## config.mk

```make
export PLATFORM = sky130hd
export DESIGN_NAME = glyph_decoder
export DESIGN_NICKNAME = d
export VERILOG_FILES = /design/src/rtl/glyph_decoder.sv
export SDC_FILE = /design/constraint.sdc
export NUM_CORES = 1
export LEC_CHECK = 0
export CAP_MARGIN = 20
export CORE_ASPECT_RATIO = 1.4
export CORE_MARGIN = 2
export CORE_UTILIZATION = 44
export CTS_BUF_LIST = sky130_fd_sc_hd__clkbuf_8
export CTS_CLUSTER_DIAMETER = 150
export DETAILED_ROUTE_END_ITERATION = 10
export SYNTH_ARGS = -nofsm -noshare
export SYNTH_HDL_FRONTEND = slang
export SYNTH_SLANG_ARGS = --single-unit
export TNS_END_PERCENT = 20
```

## constraint.sdc

```tcl
create_clock -name clk -period 2.9 [get_ports clk]
set_input_delay 0.58 -clock clk [delete_from_list [all_inputs] [get_ports clk]]
set_output_delay 0.58 -clock clk [all_outputs]
set_load 0.02 [all_outputs]
```

## src/rtl/glyph_decoder.sv

```systemverilog
// Decodes 4-column active-low LED glyphs into BCD digits; result valid 2 edges after the 4th column.
// col_ready only in COLLECT; result held in OUTPUT until dig_ready handshake, stalling further columns.
module glyph_decoder #(
    parameter int ERR_W = 8
) (
    input  logic             clk,
    input  logic             rst_n,
    input  logic [7:0]       col_data,
    input  logic             col_valid,
    input  logic             col_sof,
    output logic             col_ready,
    output logic [3:0]       dig_bcd,
    output logic             dig_err,
    output logic             dig_valid,
    input  logic             dig_ready,
    output logic [ERR_W-1:0] err_cnt
);

    typedef enum logic [1:0] {
        COLLECT = 2'd0,
        MATCH   = 2'd1,
        OUTPUT  = 2'd2
    } state_t;

    state_t           state_q, state_d;
    logic [1:0]       idx_q, idx_d;
    logic [3:0][7:0]  buf_q, buf_d;
    logic [3:0]       bcd_q, bcd_d;
    logic             err_q, err_d;
    logic [ERR_W-1:0] cnt_q, cnt_d;

    logic [31:0]      glyph;
    logic             hit;
    logic [3:0]       hit_bcd;

    // Column 0 sits in the most significant byte so the table reads as written.
    assign glyph = {buf_q[0], buf_q[1], buf_q[2], buf_q[3]};

    always_comb begin
        hit     = 1'b1;
        hit_bcd = 4'd0;
        case (glyph)
            32'h007E_7E00: hit_bcd = 4'd0;
            32'hFFFF_00FF: hit_bcd = 4'd1;
            32'h6061_6E0E: hit_bcd = 4'd2;
            32'h6E6E_6E00: hit_bcd = 4'd3;
            32'h0FE0_EF00: hit_bcd = 4'd4;
            32'h0E6E_6E60: hit_bcd = 4'd5;
            32'h006E_6E60: hit_bcd = 4'd6;
            32'h7F7F_7F00: hit_bcd = 4'd7;
            32'h006E_6E00: hit_bcd = 4'd8;
            32'h0E6E_6E00: hit_bcd = 4'd9;
            default: begin
                hit     = 1'b0;
                hit_bcd = 4'hF;
            end
        endcase
    end

    always_comb begin
        state_d = state_q;
        idx_d   = idx_q;
        buf_d   = buf_q;
        bcd_d   = bcd_q;
        err_d   = err_q;
        cnt_d   = cnt_q;
        case (state_q)
            COLLECT: begin
                if (col_valid) begin
                    if (col_sof) begin
                        buf_d[0] = col_data;
                        idx_d    = 2'd1;
                    end else if (idx_q != 2'd0) begin
                        // Non-sof columns with no glyph in progress fall through and are dropped.
                        buf_d[idx_q] = col_data;
                        idx_d        = idx_q + 2'd1;
                        if (idx_q == 2'd3) begin
                            state_d = MATCH;
                        end
                    end
                end
            end
            MATCH: begin
                bcd_d   = hit_bcd;
                err_d   = ~hit;
                if (!hit && (cnt_q != {ERR_W{1'b1}})) begin
                    cnt_d = cnt_q + ERR_W'(1);
                end
                state_d = OUTPUT;
            end
            OUTPUT: begin
                if (dig_ready) begin
                    state_d = COLLECT;
                end
            end
            default: state_d = COLLECT;
        endcase
    end

    always_ff @(posedge clk or negedge rst_n) begin
        if (!rst_n) begin
            state_q <= COLLECT;
            idx_q   <= 2'd0;
            buf_q   <= '0;
            bcd_q   <= 4'd0;
            err_q   <= 1'b0;
            cnt_q   <= '0;
        end else begin
            state_q <= state_d;
            idx_q   <= idx_d;
            buf_q   <= buf_d;
            bcd_q   <= bcd_d;
            err_q   <= err_d;
            cnt_q   <= cnt_d;
        end
    end

    assign col_ready = (state_q == COLLECT);
    assign dig_valid = (state_q == OUTPUT);
    assign dig_bcd   = bcd_q;
    assign dig_err   = err_q;
    assign err_cnt   = cnt_q;

endmodule

```

==> reports/results.ini <==
[timing]
period_minus_slack_ps=2490
max_freq_mhz=401
drv_slew=0
hold_viol=0
worstMarginPinSlew_ps=573
relSlewSlack_pct=61.8
clock_skew_ps=3.54
setup_tns_ps=0
setup_viol=0
rsz0062_at_grt=no
period_share_pct=85.9
worst_slack_ps=409

[floorplan]
die_y_microns=93.2
num_io_pins=28
start_util_pct=45.6
dieArea_sq_um=6310
fp.coreArea_sq_um=5490
die_w_microns=67.7
rows=32

[setup_path]
end_kind=register
crit_type=reg -> reg
critPathLaunchType=register
crit_top_cell=or4_1
worstPathMaxFanout=8
cp_cell_sequence=or4_1, or4_1, nor3_1, nor3_2, nand4_4, nor2_2, mux2_4
critical_path.max_stage_delay_ps=510
crit_required_ps=3100
cp_slowest_cell=or4_1
crit_arrival_ps=2690

[synth]
yosysUniqueCellTypes=40
synth_nets=231
yosys_register_bits=49
yosysTopAreaCell=dfrtp_1
synthCells=213
synth.top_cell.area_share_pct=49.0
yosysSeqAreaShare_pct=49.0
postSynthAreaPerCell_sq_um=11.7
syn_area_sq_um=2500
synth.area.top_cells=dfrtp_1 49%, mux2_2 14%, nand4b_1 3.1%
yosys_warnings=0

[route]
drcViolationCount=0
routedWlPerCell_microns=16.4
drt-initial-drc-count=111
firstDrtPassIters=4
vias_per_cell=5.84
wirelength_mm=5.17
vias=1834
ant_nets=0

[place]
dp.cells=306
dpl_worst_slack_ps=429
gp_congestion=0.862
port_buffers=27
dp_hpwl_mm=3.94

[global_route]
track_usage_pct=18.4
grt_pass1_vias=1738
antenna_found_initial=0
grt_pass1_wl_mm=8.67
overflow=0
grt_max_degree=26

[final_layout]
fin_util_pct=54.3
layout_commonest_cell=dfrtp_1
drive_gt1_share_pct=23.2
area_delta_synth_final_pct=19.1
fin_nets=263
final_cell_mix=49 x dfrtp_1, 32 x mux2_2, 26 x clkdlybuf4s50_1
finalNonFillerCells=314
diodes=0

[clocking]
cts_resized=0
postCtsSetupRepairBufs=0
clock-sinks=49
cts_buffer_depth=2
cts.clk_slew.worst_paths_ps=90
cts_tree=yes
numCtsBuffers=5
worstSkewPairLatency_ps=300
h-tree-depth=2
cts-root-buf=clkbuf_8
cts_hold_buf=0

[power_and_ir_drop]
powerDensity_nw_per_um2=881
ir_drop_mv=0.388
p_leak_uw=0.00124

[job]
maxCapViolations=0

[run_status]
status=finished clean

[min_path]
hp-class=in -> async

## stage by stage
| stage | total power (uW) | cell area (sq um) | hold WS (ps) |
|---|---|---|---|
| after global routing | 2790 | 2980 | 317 |
| after global placement | 2040 | 2840 | 466 |
| after floorplan | 1740 | 2500 | 284 |
| after CTS | 2650 | 2980 | 279 |
| final | 2630 | 2980 | 259 |
| after detailed placement | 2060 | 2840 | 468 |
## Yosys cell counts (all sizes together)
| cell type | number |
|---|---|
| and4 | 1 |
| or4b | 1 |
| nand2 | 12 |
| a32o | 2 |
| o211a | 1 |
| nor3b | 2 |
| clkbuf | 2 |
| mux2 | 34 |
| dfrtp | 49 |
| or3b | 1 |
| nand4b | 9 |
| nor2 | 14 |
| o21ai | 1 |
| or4bb | 4 |
| nand2b | 4 |
| nor4b | 1 |
| or4 | 10 |
| nand3 | 8 |
| o22ai | 1 |
| nor2b | 1 |
| nor4 | 9 |
| inv | 5 |
| a31oi | 1 |
| nor3 | 9 |
| xor2 | 6 |
| xnor2 | 1 |
| a21oi | 6 |
| nand4 | 7 |
| and3 | 2 |
| a311oi | 1 |
| buf | 1 |
| ha | 5 |
| or2 | 1 |
| and2 | 1 |
## registers in the layout, summed over array words and instances (netlist names)
| register | flops |
|---|---|
| buf_q | 32 |
| dig_bcd | 4 |
| dig_err | 1 |
| err_cnt | 8 |
| idx_q | 2 |
| state_q | 2 |
## layer usage
| metal | global-route usage (%) | vias to the layer above | share of wire [%] |
|---|---|---|---|
| li1 | - | 875 | - |
| met2 | 30.6 | 46 | 53 |
| met4 | 7.14 | 0 | 2.3 |
| met5 | 0 | - | 0 |
| met3 | 3.49 | 12 | 3.2 |
| met1 | 23.1 | 901 | 42 |
## final cells by class
cell class                      count  area [sq um]
Multi-Input combinational cell    156          1240
Tap cell                           68          85.1
Clock buffer                        5          68.8
Clock inverter                      3          68.8
Timing Repair Buffer               28           273
Inverter                            5          18.8
Fill cell                         488          2510
Sequential cell                    49          1230
## where the power goes
| part | internal, uW | switching [uW] | total, uW |
|---|---|---|---|
| Clock | 347 | 235 | 582 |
| Sequential | 948 | 281 | 1230 |
| Combinational | 454 | 359 | 814 |
## logic make-up (layout without fill, tap and decap cells)
family / after synthesis / after routing / synth area share [%]
simple gates: 97 / 97 / 25.3
flops: 49 / 49 / 49.0
mux: 34 / 34 / 15.6
compound gates: 13 / 13 / 3.60
buf+inv: 8 / 41 / 1.50
xor+xnor: 7 / 7 / 2.45
fa+ha+maj: 5 / 5 / 2.50
## critical path: cells and delay by family, from the launching register on
| kind | cells | cell delay [ps] |
|---|---|---|
| multiplexers | 1 | 300 |
| AND/OR/NAND/NOR | 6 | 1680 |
| flip-flops | 1 | 410 |
## path summary, 6_finish.rpt
kind,start,endpoint,slack (ps),cells after the start
min in group clk,dig_bcd[3]$_DFFE_PN0P_,dig_bcd[3]$_DFFE_PN0P_,490,2
max in group asynchronous,rst_n,buf_q[10]$_DFFE_PN0P_,1910,2
max reg2reg,buf_q[19]$_DFFE_PN0P_,err_cnt[1]$_DFFE_PN0P_,410,7
min,rst_n,err_cnt[7]$_DFFE_PN0P_,260,1
min reg2reg,dig_bcd[3]$_DFFE_PN0P_,dig_bcd[3]$_DFFE_PN0P_,490,2
max,buf_q[19]$_DFFE_PN0P_,err_cnt[1]$_DFFE_PN0P_,410,7
No activity file was read; power rests on OpenSTA's default activity.
